`src/rtl/max_finder.sv`:
```
// Sequential argmax over a captured NN-element signed vector, one element per clock.
// Optional MAX_FINDER_VALUE_OUT_EN adds o_max, the winning element's value.
module max_finder #(
  parameter int NN        = 10,
  parameter int dataWidth = 16,
  parameter int idxWidth  = 4
) (
  input  logic                    clk,
  input  logic                    rst,
  input  logic                    i_valid,
  input  logic [NN*dataWidth-1:0] i_data,
  output logic                    o_valid,
  output logic [idxWidth-1:0]     o_data,
  output logic                    o_busy,
  output logic                    o_overrun
`ifdef MAX_FINDER_VALUE_OUT_EN
  ,
  output logic [dataWidth-1:0]    o_max
`endif
);

  typedef enum logic {IDLE, SCAN} state_t;

  localparam logic [idxWidth-1:0] LAST = idxWidth'(NN - 1);

  state_t                      r_state;
  logic signed [dataWidth-1:0] r_buf [NN];
  logic signed [dataWidth-1:0] r_cur_max;
  logic [idxWidth-1:0]         r_cur_idx;
  logic [idxWidth-1:0]         r_cnt;

  logic signed [dataWidth-1:0] w_elem;
  logic signed [dataWidth-1:0] w_win_max;
  logic [idxWidth-1:0]         w_win_idx;
  logic                        w_gt;

  // Strict compare keeps the lowest index on ties.
  always_comb begin
    w_elem = '0;
    for (int unsigned k = 0; k < NN; k++) begin
      if (r_cnt == idxWidth'(k)) w_elem = r_buf[k];
    end
    w_gt      = w_elem > r_cur_max;
    w_win_max = w_gt ? w_elem : r_cur_max;
    w_win_idx = w_gt ? r_cnt : r_cur_idx;
  end

  always_ff @(posedge clk) begin
    if (rst) begin
      r_state   <= IDLE;
      r_cur_max <= '0;
      r_cur_idx <= '0;
      r_cnt     <= '0;
      o_valid   <= 1'b0;
      o_data    <= '0;
      o_busy    <= 1'b0;
      o_overrun <= 1'b0;
`ifdef MAX_FINDER_VALUE_OUT_EN
      o_max     <= '0;
`endif
      for (int unsigned k = 0; k < NN; k++) r_buf[k] <= '0;
    end else begin
      o_valid <= 1'b0;
      case (r_state)
        IDLE: begin
          if (i_valid) begin
            for (int unsigned k = 0; k < NN; k++) begin
              r_buf[k] <= i_data[k*dataWidth +: dataWidth];
            end
            r_cur_max <= i_data[dataWidth-1:0];
            r_cur_idx <= '0;
            r_cnt     <= idxWidth'(1);
            r_state   <= SCAN;
            o_busy    <= 1'b1;
          end
        end
        SCAN: begin
          if (i_valid) o_overrun <= 1'b1;
          r_cur_max <= w_win_max;
          r_cur_idx <= w_win_idx;
          r_cnt     <= r_cnt + 1'b1;
          if (r_cnt == LAST) begin
            o_data  <= w_win_idx;
            o_valid <= 1'b1;
            o_busy  <= 1'b0;
            r_state <= IDLE;
`ifdef MAX_FINDER_VALUE_OUT_EN
            o_max   <= w_win_max;
`endif
          end
        end
        default: r_state <= IDLE;
      endcase
    end
  end

endmodule
```
`config.mk`:
```
export PLATFORM = sky130hd
export DESIGN_NAME = max_finder
export DESIGN_NICKNAME = d
export VERILOG_FILES = /design/src/rtl/max_finder.sv
export SDC_FILE = /design/constraint.sdc
export NUM_CORES = 1
export LEC_CHECK = 0
export CORE_ASPECT_RATIO = 1.5
export CORE_MARGIN = 2
export CORE_UTILIZATION = 35
export DETAILED_ROUTE_END_ITERATION = 16
export GPL_TIMING_DRIVEN = 0
export HOLD_SLACK_MARGIN = 0.02
export PLACE_DENSITY = 0.55
export SLEW_MARGIN = 20
export SYNTH_ARGS = -nofsm -noshare
export SYNTH_HDL_FRONTEND = slang
export SYNTH_SLANG_ARGS = --single-unit
```
`constraint.sdc`:
```
create_clock -name clk -period 7.3 [get_ports clk]
set_clock_uncertainty 0.15 [all_clocks]
set_input_delay 1.46 -clock clk [delete_from_list [all_inputs] [get_ports clk]]
set_output_delay 1.46 -clock clk [all_outputs]
set_load 0.02 [all_outputs]
```
==> flow_summary.json, run 1 <==
{
  "grt_use_total_pct": 23.9,
  "synthArstFlopShare_pct": 0,
  "synth-edff-count": 160,
  "rsz0062_at_grt": "no",
  "synth_nets": 1028,
  "ctsHoldBuffers": 0,
  "n_antenna_cell": 0,
  "finalCriticalPeriod_ns": 4.74,
  "clock_latency_ns": 0.45,
  "min_path_type": "reg -> reg",
  "ys_ff_latch": 192,
  "die_y_um": 205,
  "antenna_found_initial": 0,
  "wire_per_inst_um": 23.7,
  "die_width_um": 138,
  "power_uw": 2880,
  "clockBufferDepth": 2,
  "max-vdd-ir-drop_v": 0.000167,
  "initial_utilization_pct": 35.5,
  "cts_made_buffers": 17,
  "fin_util_pct": 46.2,
  "rows": 73,
  "synth_flop_cell": "edfxtp_1",
  "grt_overflow": 0,
  "syn_to_final_growth_pct": 30.1,
  "grt_pass1_vias": 7828,
  "layout.nets": 1219,
  "synth.largest_area_cell": "edfxtp_1",
  "postCtsSetupRepairBufs": 0,
  "drt_first_iter_violations": 651,
  "cts_max_level": 4,
  "cts_resized": 0,
  "cts_root_buf": "clkbuf_16",
  "cts.sinks": 192,
  "max_slew_margin_pct": 45.5,
  "drive_gt1_share_pct": 6.77,
  "fin_worst_hold_slack_ns": 0.331,
  "period_share_pct": 65.0,
  "grt_pass1_wl_mm": 48.3,
  "die_area_um2": 28200,
  "critPathArrivalTime_ns": 4.91,
  "crit_path_end_kind": "register",
  "dr_total_vias": 7633,
  "dp_hpwl_mm": 25.5,
  "grt_max_degree": 58,
  "vias_per_cell": 5.51,
  "core_um2": 26500,
  "hold_viol": 0,
  "synth_area_um2": 9410,
  "yosysUniqueCellTypes": 68,
  "p_per_area_nw_per_um2": 235,
  "worstMarginPinSlew_ns": 0.818,
  "outcome": "finished clean",
  "synth.area.top_cells": "edfxtp_1 51%, and3_1 11%, dfxtp_1 6.8%",
  "routed_wl_mm": 32.9,
  "ys_seq_area_share_pct": 57.9,
  "drc": 0,
  "io_buffers": 169,
  "ios": 170,
  "synth_warnings": 0,
  "p_leak_uw": 0.00499,
  "synth_cells": 845,
  "cts_tree": "built",
  "antenna_left": 0,
  "path_max_fanout": 10,
  "setup_tns_ns": 0,
  "syn_avg_cell_area_um2": 11.1,
  "drv_slew": 0,
  "dr.pass1.iters": 6,
  "gp_congestion": 0.913,
  "clk_transition_reported_paths_ns": 0.08,
  "drv_cap": 0,
  "synth_top_area_share_pct": 51.1,
  "worst-setup-path-type": "reg -> reg",
  "worstPathRequired_ns": 7.47,
  "max_clock_freq_mhz": 211,
  "setup_violations": 0,
  "worstSetupStartpointType": "register"
}
==> power by group <==
group	switching, uW	leakage [uW]	internal, uW
Combinational	295	0.00269	227
Sequential	39.1	0.00199	1280
Clock	427	0.000306	608
==> worst paths after layout <==
check	start	endpoint	slack (ns)	depth (start not counted)
worst max register to register	r_cnt[0]	o_data[1]	2.56	14
worst max-delay path	r_cnt[0]	o_data[1]	2.56	14
worst min register to register	r_cur_max[5]	r_cur_max[5]	0.33	2
worst min-delay path	r_cur_max[5]	r_cur_max[5]	0.33	2
==> state kept, by name (all words and copies together), names as in the netlist <==
register / count
o_busy: 1
o_data: 4
o_overrun: 1
o_valid: 1
r_buf: 160
r_cnt: 4
r_cur_idx: 4
r_cur_max: 16
r_state: 1
==> kinds of logic after synthesis <==
family / Yosys count / share of synthesized area (%)
fa+ha+maj: 20 / 2.66
simple gates: 321 / 19.0
mux: 1 / 0.106
compound gates: 203 / 15.4
buf+inv: 106 / 4.78
flops: 192 / 57.9
xor+xnor: 2 / 0.186
==> metal layers <==
metal	vias up	global-route usage, %	part of all wire (%)
met5	-	0	0
met4	0	11.6	4.7
met3	64	4.58	6.0
met2	320	40.6	50
met1	3653	28.8	39
li1	3596	-	-
==> cells in the final DEF (no fill, tap or decap), types with 11 or more instances in the layout <==
cell type / count
clkdlybuf4s50_1: 169
and3_1: 162
edfxtp_1: 160
clkbuf_1: 50
a21oi_1: 47
nor2_1: 45
nand2_1: 41
dfxtp_1: 32
o21ai_0: 27
inv_1: 25
ha_1: 20
buf_2: 17
clkbuf_16: 17
nor2b_1: 16
a221oi_1: 16
nand3_1: 14
o22ai_1: 13
o221ai_1: 11
a22oi_1: 11
==> worst max-delay path, stage by stage, from the launching register on <==
cell	delay, ns
dfxtp_1	0.49
ha_1	0.20
buf_4	0.16
clkbuf_1	0.55
o21ai_0	0.21
a221oi_1	0.54
a21oi_1	0.22
o22a_1	0.26
ha_1	0.32
a21o_1	0.19
a2111oi_4	0.38
o21ai_2	0.14
nor3_1	0.45
or2_1	0.26
a211oi_1	0.09
==> cell type report <==
class,instances,area (um2)
Fill cell,2539,14300
Multi-Input combinational cell,547,3520
Buffer,76,337
Inverter,30,113
Clock buffer,18,429
Sequential cell,192,5450
Timing Repair Buffer,172,1760
Tap cell,337,422
Clock inverter,14,213
==> through the flow <==
step,setup slack [ns],cells,instance area [um2]
2_1_floorplan,1.18,845,9410
3_3_place_gp,-1.49,1351,11500
3_5_place_dp,2.64,1354,11600
4_1_cts,2.58,1386,12200
5_1_grt,2.39,1386,12200
6_report,2.56,1386,12200
==> Yosys cell counts (4+ instances only) <==
cell and number:
dfxtp_1 32, nand3b_1 5, edfxtp_1 160, o211ai_1 10, o21ai_0 27, o311a_1 6
inv_2 4, o21a_1 7, nand2b_1 7, o221ai_1 11, inv_1 25, nor3_1 8
nor2b_1 16, ha_1 20, and3_1 162, a221oi_1 16, a211oi_1 6, nand3_1 14
o31ai_1 5, buf_2 17, a21o_1 6, a21oi_1 47, a22oi_1 11, buf_4 4
o22ai_1 13, a31oi_1 7, buf_1 4, nor2_1 45, a311oi_1 5, clkbuf_1 49
nand2_1 42, or3_1 5
Note: power is estimated with default switching activity, not from simulation.
==> inputs of run 2 (changes only) <==
- clock period: 7.3 -> 4.75 ns (I/O delays scaled with it)
==> run 2 against run 1 <==
Largest cell class unchanged. Via count unchanged. Fmax is 3.8% higher. Worst setup slack lost 2.4 ns. Register-to-register slack worse by 2.4 ns. Die area unchanged. Sequential power rose by 54%. Critical path depth rose by 2. Critical endpoint is now o_data[0]. Wire length shrank 0.94%. Hold slack better by 0.0067 ns. Core utilization shrank 0.19 points. Combinational power up 53%. Design area is 0.42% lower.
==> flow_summary.json, run 2 (synthesized netlist as in run 1, its figures left out) <==
{
  "outcome": "finished clean",
  "p_leak_uw": 0.00496,
  "power_uw": 4340,
  "clk_transition_reported_paths_ns": 0.08,
  "n_antenna_cell": 0,
  "hold_viol": 0,
  "dp_slack_ns": 0.122,
  "path_max_fanout": 10,
  "worstSetupStartpointType": "register",
  "die_width_um": 138,
  "antenna_left": 0,
  "routed_wl_mm": 32.6,
  "dp_cells": 1352,
  "cts.sinks": 192,
  "antenna_found_initial": 0,
  "vias_per_cell": 5.52,
  "syn_to_final_growth_pct": 29.5,
  "gp_congestion": 0.903,
  "rows": 73,
  "dr_total_vias": 7633,
  "layout_commonest_cell": "clkdlybuf4s50_1",
  "fin_ws_ns": 0.183,
  "largest-register": "r_buf",
  "fillers": 2540,
  "worst-setup-path-type": "reg -> reg",
  "cpMaxStageDelayCell": "nor3_1",
  "cp_num_buf_inv": 3,
  "grt_pass1_vias": 7742,
  "fin_cells": 1384,
  "fin_worst_hold_slack_ns": 0.338,
  "cp_top_family": "compound AO/OA/AOI/OAI gates",
  "drive_gt1_share_pct": 7.07,
  "finalCriticalPeriod_ns": 4.57,
  "cp-startpoint": "r_cnt[0]",
  "die_area_um2": 28200,
  "setup_violations": 0,
  "reg2reg_from": "r_cnt[0]",
  "cts_max_level": 4,
  "clock_latency_ns": 0.45,
  "top_regs": "r_buf (160), r_cur_max (16)",
  "die_y_um": 205,
  "grt_overflow": 0,
  "mostFrequentLayoutCells": "169 x clkdlybuf4s50_1, 162 x and3_1, 160 x edfxtp_1",
  "worstMarginPinSlew_ns": 0.731,
  "clockBufferDepth": 2,
  "grt_pass1_wl_mm": 47.7,
  "placed_area_um2": 11600,
  "core_um2": 26500,
  "min_path_type": "reg -> reg",
  "drv_cap": 0,
  "cts_root_buf": "clkbuf_16",
  "grt_max_degree": 94,
  "min-delay-start": "r_cur_max[2]",
  "cts_tree": "built",
  "drt_first_iter_violations": 675,
  "drv_slew": 0,
  "dp_hpwl_mm": 25.1,
  "max_slew_margin_pct": 51.3,
  "grt_use_total_pct": 23.5,
  "dr.pass1.iters": 6,
  "rsz0062_at_grt": "no",
  "drc": 0,
  "largest_register_ffs": 160,
  "critPathArrivalTime_ns": 4.74,
  "max-vdd-ir-drop_v": 0.000255,
  "cts_made_buffers": 17,
  "layout.nets": 1217,
  "worstPathRequired_ns": 4.92,
  "design_area_um2": 12200,
  "initial_utilization_pct": 35.5,
  "wire_per_inst_um": 23.5,
  "period_share_pct": 96.1,
  "io_buffers": 169,
  "cp_slowest_stage_delay_ns": 0.48,
  "crit_path_end_kind": "register",
  "ios": 170,
  "p_per_area_nw_per_um2": 356,
  "path_cells": "inv_1, ha_1, buf_2, buf_2, nand2_1, o21ai_0, o211ai_1, a21oi_2, o22a_1, ha_1, a21o_1, a2111oi_4, o21ai_2, nor3_1, or2_1, a211oi_1",
  "max_clock_freq_mhz": 219
}
## run 2: cell types whose count changed in the layout (fill, tap and decap cells not counted), moves of 2 or more
| cell | before | now |
|---|---|---|
| inv_8 | 0 | 2 |
| bufinv_16 | 5 | 3 |
| clkbuf_2 | 0 | 2 |
| buf_12 | 2 | 0 |
| clkbuf_1 | 50 | 47 |
## run 2: tightest hold or removal path: cells and delay by family (launching register included)
kind / cells / cell delay (ns)
simple gates: 1 / 0.05
flops: 1 / 0.31
compound gates: 1 / 0.08
## run 2: final timing paths
path	to	slack, ns	cells past startpoint
max	o_data[0]	0.18	16
max reg2reg	o_data[0]	0.18	16
min	r_cur_max[2]	0.34	2
min reg2reg	r_cur_max[2]	0.34	2
## run 2: final cells by class
cell class,instances,area (um2),share of cell area [%]
flip-flops and latches,192,5450,44.7
multi-input cells,547,3540,29.0
repair buffers,170,1720,14.1
clock buffers,17,425,3.49
well taps,337,422,3.46
plain buffers,76,339,2.78
clock inverters,15,184,1.51
inverters,30,113,0.924
## run 2: per-layer routing
layer | routed length [um] | part of all wire (%) | GRT usage (%) | vias to the layer above
li1 | - | - | - | 3600
met1 | 13300 | 41 | 29.2 | 3709
met2 | 16600 | 51 | 40.7 | 277
met3 | 1600 | 4.9 | 3.24 | 47
met4 | 1140 | 3.5 | 9.29 | 0
met5 | 0 | 0 | 0 | -
## run 2: report_power, final
part	internal, uW	total (uW)	switching [uW]	leakage (uW)
Combinational	346	797	451	0.00267
Sequential	1970	2030	59.1	0.00199
Clock	837	1510	676	0.000293
## run 2: stage by stage
stage               setup TNS (ns)  util, %
floorplan                        0        -
global placement           -203.89     43.5
detailed placement               0     43.7
CTS                              0     46.0
global route                     0     46.0
finish                           0     46.0
## run 2: timing repair
item | CTS | global route
hold buffers | 0 | 0
endpoints found under the setup margin | 0 | 19
resized for setup | 0 | 6
setup buffers | 0 | 0
